<file path="config.mk">
export PLATFORM = sky130hd
export DESIGN_NAME = hi_lo_mult_div_sequencer
export DESIGN_NICKNAME = d
export VERILOG_FILES = /design/src/rtl/hi_lo_mult_div_sequencer.sv
export SDC_FILE = /design/constraint.sdc
export NUM_CORES = 1
export LEC_CHECK = 0
export BUFFER_PORTS_ARGS = -buffer_cell sky130_fd_sc_hd__buf_2
export CAP_MARGIN = 25
export CORE_MARGIN = 3
export CORE_UTILIZATION = 55
export DETAILED_ROUTE_END_ITERATION = 12
export PLACE_DENSITY_LB_ADDON = 0.1
export SLEW_MARGIN = 20
export SYNTH_ARGS = -nofsm -noshare
export SYNTH_HDL_FRONTEND = slang
export SYNTH_SLANG_ARGS = --single-unit
</file>
<file path="constraint.sdc">
create_clock -name clk -period 3.3 [get_ports clk]
set_input_delay 0.66 -clock clk [delete_from_list [all_inputs] [get_ports clk]]
set_output_delay 0.66 -clock clk [all_outputs]
set_load 0.02 [all_outputs]
</file>
<file path="src/rtl/hi_lo_mult_div_sequencer.sv">
// HI/LO multiply/divide sequencer for the execute stage.
// Iterative shift-add multiply and restoring divide; owns HI and LO.
module hi_lo_mult_div_sequencer #(
  parameter int DATA_WIDTH  = 32,
  parameter int COUNT_WIDTH = 6
) (
  input  logic                  clk,
  input  logic                  clear_n,
  input  logic                  start_execute,
  input  logic [1:0]            op_execute,
  input  logic [DATA_WIDTH-1:0] operand_a_execute,
  input  logic [DATA_WIDTH-1:0] operand_b_execute,
  input  logic                  hi_lo_write_execute,
  input  logic                  hi_lo_select_execute,
  input  logic                  hi_lo_read_execute,
  input  logic                  flush,
  output logic                  stall,
  output logic                  busy,
  output logic                  done,
  output logic [DATA_WIDTH-1:0] hi,
  output logic [DATA_WIDTH-1:0] lo
);

  localparam int W = DATA_WIDTH;

  typedef enum logic [1:0] {
    S_IDLE,
    S_MUL,
    S_DIV,
    S_FIN
  } state_e;

  state_e           state_q, state_d;
  logic [COUNT_WIDTH-1:0] cnt_q, cnt_d;
  logic [2*W-1:0]   acc_q, acc_d;
  logic [W-1:0]     opb_q, opb_d;
  logic [W-1:0]     raw_a_q, raw_a_d;
  logic [1:0]       op_q, op_d;
  logic             neg_res_q, neg_res_d;
  logic             neg_rem_q, neg_rem_d;
  logic [W-1:0]     hi_q, hi_d;
  logic [W-1:0]     lo_q, lo_d;
  logic             done_q, done_d;

  logic             a_neg, b_neg;
  logic [W-1:0]     a_abs, b_abs;
  logic [W:0]       mul_sum;
  logic [W:0]       div_sh;
  logic [W:0]       div_diff;
  logic [2*W-1:0]   prod_fix;
  logic [W-1:0]     quo, rem;
  logic [W-1:0]     quo_fix, rem_fix;
  logic             last_iter;

  // op[0]=0 selects the signed variants
  assign a_neg = operand_a_execute[W-1] & ~op_execute[0];
  assign b_neg = operand_b_execute[W-1] & ~op_execute[0];
  assign a_abs = a_neg ? -operand_a_execute : operand_a_execute;
  assign b_abs = b_neg ? -operand_b_execute : operand_b_execute;

  assign mul_sum  = {1'b0, acc_q[2*W-1:W]} + {1'b0, opb_q};
  assign div_sh   = {acc_q[2*W-1:W], acc_q[W-1]};
  assign div_diff = div_sh - {1'b0, opb_q};

  assign prod_fix = neg_res_q ? -acc_q : acc_q;
  assign quo      = acc_q[W-1:0];
  assign rem      = acc_q[2*W-1:W];
  assign quo_fix  = neg_res_q ? -quo : quo;
  assign rem_fix  = neg_rem_q ? -rem : rem;

  assign last_iter = (cnt_q == COUNT_WIDTH'(W - 1));

  always_comb begin
    state_d   = state_q;
    cnt_d     = cnt_q;
    acc_d     = acc_q;
    opb_d     = opb_q;
    raw_a_d   = raw_a_q;
    op_d      = op_q;
    neg_res_d = neg_res_q;
    neg_rem_d = neg_rem_q;
    hi_d      = hi_q;
    lo_d      = lo_q;
    done_d    = 1'b0;
    unique case (state_q)
      S_IDLE: begin
        if (!flush) begin
          if (start_execute) begin
            op_d      = op_execute;
            raw_a_d   = operand_a_execute;
            cnt_d     = '0;
            neg_res_d = a_neg ^ b_neg;
            neg_rem_d = a_neg;
            if (op_execute[1]) begin
              opb_d   = b_abs;
              acc_d   = {{W{1'b0}}, a_abs};
              state_d = S_DIV;
            end else begin
              opb_d   = a_abs;
              acc_d   = {{W{1'b0}}, b_abs};
              state_d = S_MUL;
            end
          end else if (hi_lo_write_execute) begin
            if (hi_lo_select_execute) hi_d = operand_a_execute;
            else                      lo_d = operand_a_execute;
          end
        end
      end
      S_MUL: begin
        acc_d = acc_q[0] ? {mul_sum, acc_q[W-1:1]}
                         : {1'b0, acc_q[2*W-1:1]};
        cnt_d = cnt_q + COUNT_WIDTH'(1);
        if (last_iter) state_d = S_FIN;
      end
      S_DIV: begin
        if (opb_q == '0) begin
          acc_d   = {raw_a_q, {W{1'b1}}};
          state_d = S_FIN;
        end else begin
          acc_d = div_diff[W]
                ? {div_sh[W-1:0], acc_q[W-2:0], 1'b0}
                : {div_diff[W-1:0], acc_q[W-2:0], 1'b1};
          cnt_d = cnt_q + COUNT_WIDTH'(1);
          if (last_iter) state_d = S_FIN;
        end
      end
      S_FIN: begin
        state_d = S_IDLE;
        done_d  = 1'b1;
        if (!op_q[1]) begin
          hi_d = prod_fix[2*W-1:W];
          lo_d = prod_fix[W-1:0];
        end else if (opb_q == '0) begin
          hi_d = rem;
          lo_d = quo;
        end else begin
          hi_d = rem_fix;
          lo_d = quo_fix;
        end
      end
      default: state_d = S_IDLE;
    endcase
    // an abort leaves HI/LO untouched, even over the FIN write
    if (flush && state_q != S_IDLE) begin
      state_d = S_IDLE;
      hi_d    = hi_q;
      lo_d    = lo_q;
      done_d  = 1'b0;
    end
  end

  always_ff @(posedge clk or negedge clear_n) begin
    if (!clear_n) begin
      state_q   <= S_IDLE;
      cnt_q     <= '0;
      acc_q     <= '0;
      opb_q     <= '0;
      raw_a_q   <= '0;
      op_q      <= '0;
      neg_res_q <= 1'b0;
      neg_rem_q <= 1'b0;
      hi_q      <= '0;
      lo_q      <= '0;
      done_q    <= 1'b0;
    end else begin
      state_q   <= state_d;
      cnt_q     <= cnt_d;
      acc_q     <= acc_d;
      opb_q     <= opb_d;
      raw_a_q   <= raw_a_d;
      op_q      <= op_d;
      neg_res_q <= neg_res_d;
      neg_rem_q <= neg_rem_d;
      hi_q      <= hi_d;
      lo_q      <= lo_d;
      done_q    <= done_d;
    end
  end

  assign busy  = (state_q != S_IDLE);
  assign stall = busy & (start_execute | hi_lo_write_execute
                         | hi_lo_read_execute);
  assign done  = done_q;
  assign hi    = hi_q;
  assign lo    = lo_q;

endmodule

</file>
# ---- Word-level counts from Yosys, hierarchy flattened
# Cells that the tools add are included.
dict set report totals {
  regBits 205
  inputBits 73
  wordCells 93
}
dict set report classes {
  addsub 8
  eq_ne 13
  n_mux 40
  n_bitwise 9
  reduce_logical 12
}
# op count
set op_table {}
lappend op_table {{32-bit 2-to-1 mux} 18}
lappend op_table {{64-bit 2-to-1 mux} 6}
lappend op_table {{64-bit one-hot mux with 3 select lines} 1}
lappend op_table {{32-bit negation} 4}
lappend op_table {{32-bit one-hot mux with 2 select lines} 2}
lappend op_table {{64-bit negation} 1}
lappend op_table {{32-bit by 32-bit adder with 33-bit output} 1}
lappend op_table {{33-bit by 32-bit subtractor with 33-bit output} 1}
lappend op_table {{32-bit logical NOT} 1}
lappend op_table {{6-bit 2-to-1 mux} 3}
lappend op_table {{6-bit one-hot mux with 3 select lines} 1}
lappend op_table {{2-bit inequality test (second input constant)} 7}
lappend op_table {{2-bit 2-to-1 mux} 6}
lappend op_table {{6-bit AND reduction} 2}
lappend op_table {{2-bit one-hot mux with 4 select lines} 1}
lappend op_table {{6-bit by 1-bit adder with 6-bit output (second input constant)} 1}
lappend op_table {{6-bit by 5-bit equality test with 1-bit output (second input constant)} 1}
lappend op_table {{3-bit inequality test (second input constant)} 2}
lappend op_table {{3-bit AND reduction} 2}
lappend op_table {{2-bit equality test (second input constant)} 2}
lappend op_table {{4-bit AND reduction} 1}
lappend op_table {{2-bit nonzero test} 2}
lappend op_table {{1-bit bitwise AND} 3}
lappend op_table {{1-bit inverter} 3}
lappend op_table {{8 further kinds} 10}

# ---- Logic depth before layout (Yosys ltp)
dict set report depth {
  word_depth 7
  mapped_depth 15
  mapped_depth_nobuf 13
}

# ---- Least setup slack after synthesis
# Ideal clock, no wire load.
dict set report synth_path {
  path_kind {register -> register}
  startpoint {register acc_q[31]}
  endpoint {register acc_q[58]}
  arrival_ps 3314
  required_time_ps 3161
  path_slack_ps -153
  path_stages_with_launch 15
  path_buffers 1
  path_cell_list {dfrtp_1 -> inv_1 -> ha_1 -> fa_1 -> nand2b_1 -> a21oi_1 -> o2111ai_1 -> a21oi_1 -> a21oi_1 -> a31oi_2 -> mux2_2 -> nor2_1 -> buf_2 -> nor4b_1 -> or4_1}
}
dict set report synth_between {
  elab_chain_len 4
}
# item line_no
set synth_rtl {}
lappend synth_rtl {{start, declared} 35} ;# logic [2*W-1:0] acc_q, acc_d;
lappend synth_rtl {{start signal, assigned} 156} ;# acc_q <= '0;
lappend synth_rtl {{start signal, assigned} 168} ;# acc_q <= acc_d;
lappend synth_rtl {{33-bit by 32-bit subtractor with 33-bit output} 63} ;# assign div_diff = div_sh - {1'b0, opb_q};
lappend synth_rtl {{64-bit 2-to-1 mux} 121} ;# ? {div_sh[W-1:0], acc_q[W-2:0], 1'b0}
lappend synth_rtl {{64-bit 2-to-1 mux} 116} ;# if (opb_q == '0) begin
lappend synth_rtl {{64-bit one-hot mux with 3 select lines} 85} ;# unique case (state_q)
# Every way passes these cells.
# A chain may end at the register's enable or synchronous reset.

# ---- Worst setup path in the final report
dict set report layout_path {
  startpoint {register acc_q[40]}
  endpoint {register acc_q[58]}
}
dict set report layout_between {
  elab_chain_len 4
}
# item line_no
set layout_rtl {}
lappend layout_rtl {{33-bit by 32-bit subtractor with 33-bit output} 63}
lappend layout_rtl {{64-bit 2-to-1 mux} 121}
lappend layout_rtl {{64-bit 2-to-1 mux} 116}
lappend layout_rtl {{64-bit one-hot mux with 3 select lines *} 85}
# Every way passes the cells marked *; elsewhere a longest branch is shown, timed or not.

==> results.ini <==
[detailed_routing]
ant_nets=0
viasPerCell=6.454
wire_per_inst_um=23.60
drt_wl_total_um=67340
route.detailed.drc=0
drt_iter0_drc=2484
dr.pass1.iters=7
route.vias.total=18410

[sta]
grt_setup_unrepaired=yes
slew_headroom=0.3416
worst_slew_pin_slew_ns=0.9786
whs_ns=0.1673
finalSetupViolations=1
finalCritPeriodShare=1.003
finalClockSkew_ns=0.01193
slew_viol_final=0
period_minus_slack_ns=3.310
final-hold-violation-count=0
worst_slack_ns=-0.01024
fmax_mhz=302.1

[synthesis]
synth_compound_area_frac=0.2638
synth_area_leaders=dfrtp_1 31%, o21ai_0 7.1%, nand2_1 6.4%
synth.largest_area_cell=dfrtp_1
muxShareOfSynthArea=0.04760
synth-edff-count=0
ys_warn_count=0
synth_seq_cells=204
async_flop_share=1.000
synth_cells=2173
ys_seq_area_frac=0.3053
synth_xor_area_frac=0.08592
synth_adder_area_share=0.05852
yosysMostFrequentCell=nand2_1
synth-main-ff-cell=dfrtp_1
synth_top_family_by_area=compound AO/OA/AOI/OAI gates
yosysTopAreaCellShare=0.3053
syn_area_um2=16720
synth_nets=2323
yosys.area_share.simple=0.1934
syn-mean-instance-area_um2=7.694
ys_types=75
synthTopCellsByCount=284 x nand2_1, 237 x o21ai_0, 204 x dfrtp_1

[placement]
port_buffers=139
gp_congestion=1.022
post_dp_cell_area_um2=19240
preCtsSetupSlack_ns=-0.1554
dp_hpwl_um=52030

[floorplanning]
io_pins=140
initial_core_util=0.5611
fp-row-count=63
die-area_um2=32530
die-width_um=180.4
die-height_um=180.4
core_area_um2=29800

[cells_and_area]
seqCellArea_um2=5110
fin_util=0.6847
multi_input_area_um2=11120
area_growth_pct=22.03
fin_area_um2=20400
nets=2594
n_fill_cell=2582
drive_above_1_share=0.2109

[status]
violations=negative setup slack
status=finished with violations

[grt]
grt_max_degree=106
grt_antenna_before_repair=1
overflow=0
grt_pass1_vias=17030
grt_use_total=0.3943
grt_first_pass_wirelength_um=100600

[critical_path]
cp.depth=13
critPathTopFamily=simple AND/OR/NAND/NOR gates
slowest_delay_ns=0.51
timing.rr.end=acc_q[58]
crit_required_ns=3.70
cp-start-kind=flop
crit_path_start=acc_q[40]
worst-path-buf-inv=3
cp_cell_sequence=buf_4 -> ha_1 -> nand3_1 -> nor3_1 -> a2bb2oi_1 -> buf_4 -> a31oi_1 -> a21boi_1 -> buf_4 -> xnor2_1 -> mux2i_1 -> nor2_1 -> or4_1
cp_slowest_cell=or4_1
end_kind=flop
reg2reg_slack_ns=-0.01
r2r-start=acc_q[40]
critPathKind=flop to flop
endpoint=acc_q[58]
path_common_cell=buf_4
cp.arrival_ns=3.71
worst_r2r_path_depth=13
critPathMaxFanout=5

[clock_tree]
clk_latency_ns=0.53
cts-buffers-inserted=25
h-tree-depth=1
cts_tree=built
cts-hold-fix-buffers=0
clock_path_buffers=3
path_clk_slew_ns=0.06
root_buffer=clkbuf_16
clock_sinks=204

[power]
p_sw_frac=0.4974
leakagePower_nw=9.382
power_switching_mw=9.942
power_frac_clock=0.131
p_int_mw=10.05
vdd_ir_drop_max_v=0.0006516
comb_power_share=0.630
power.share.sequential=0.239
pwr_density_cell_nw_per_um2=979.9
total_power_mw=19.99

[min_path]
hold_class=primary input to asynchronous set/reset pin

[job]
drv_cap=0

## cell usage in the layout, fill, tap and decap left out, types with 22 or more instances in the layout
cell / n
nor2_1: 159
xnor2_1: 90
nor2b_1: 27
nor3_1: 40
a21oi_1: 197
buf_4: 227
o21ai_1: 100
xor2_1: 74
mux2_2: 35
o21ai_0: 235
clkbuf_16: 25
ha_1: 67
dfrtp_1: 200
a21o_1: 35
nand3_1: 56
buf_2: 137
inv_1: 61
nand2_1: 282
a211oi_1: 22
mux2i_1: 38
## state kept, by name, summed over array words and instances, names as in the netlist
name,flops
acc_q,64
neg_rem_q,1
done,1
lo,32
cnt_q,6
neg_res_q,1
hi,32
op_q,1
raw_a_q,32
state_q,2
opb_q,32
## cells by family after synthesis
group,after synthesis
AO/OA/AOI/OAI,753
buffers and inverters,199
AND/OR/NAND/NOR,701
multiplexers,75
XOR/XNOR,164
adder cells (fa/ha/maj),77
flip-flops,204
## power groups by stage
stage / Combinational [mW] / Sequential (mW) / Clock, mW
global placement: 11.6 / 4.70 / 0
floorplan: 7.21 / 4.82 / 0
detailed placement: 11.8 / 4.73 / 0
finish: 12.6 / 4.78 / 2.63
global route: 13.5 / 4.85 / 2.74
CTS: 12.1 / 4.70 / 2.64
## repair_timing
item	in CTS	in global routing
gates resized for setup	20	35
pin swaps	9	15
buffers inserted	6	9
cloned	1	0
setup endpoints to repair	31	35
## per-layer routing
metal,GRT usage,vias to the layer above,wire length (um)
met5,0,-,0
met1,0.5478,8686,27290
met3,0.06560,254,6888
li1,-,8329,-
met2,0.6005,1143,28890
met4,0.1901,0,4262
## per-stage QoR
stage          instances  TNS [ns]
2_1_floorplan       2173         0
3_3_place_gp        2790   -0.1673
3_5_place_dp        2791    -1.686
4_1_cts             2842  -0.03459
5_1_grt             2851   -0.6507
6_report            2853  -0.01024
## worst register-to-register path, cell delays in order (launching register included)
cell       delay, ns
dfrtp_1         0.43
buf_4           0.21
ha_1            0.31
nand3_1         0.15
nor3_1          0.25
a2bb2oi_1       0.10
buf_4           0.16
a31oi_1         0.44
a21boi_1        0.12
buf_4           0.17
xnor2_1         0.11
mux2i_1         0.16
nor2_1          0.05
or4_1           0.51
## worst min-delay path by stage
stage / end / slack, ns / depth (start not counted)
3_5_place_dp: lo[17] / 0.47 / 2
3_3_place_gp: lo[0] / 0.46 / 2
6_report: acc_q[59] / 0.17 / 1
5_1_grt: acc_q[59] / 0.23 / 1
2_1_floorplan: acc_q[0] / 0.36 / 0
4_1_cts: acc_q[59] / 0.20 / 1
## final cells by class
cell class / count / share of cell area
Clock buffer: 36 / 0.03465
Timing Repair Buffer: 381 / 0.1315
Antenna cell: 2 / 0.0002453
Inverter: 62 / 0.01141
Multi-Input combinational cell: 1770 / 0.5452
Clock inverter: 8 / 0.002576
Sequential cell: 204 / 0.2505
Tap cell: 390 / 0.02392
No activity file was read; power rests on OpenSTA's default activity.
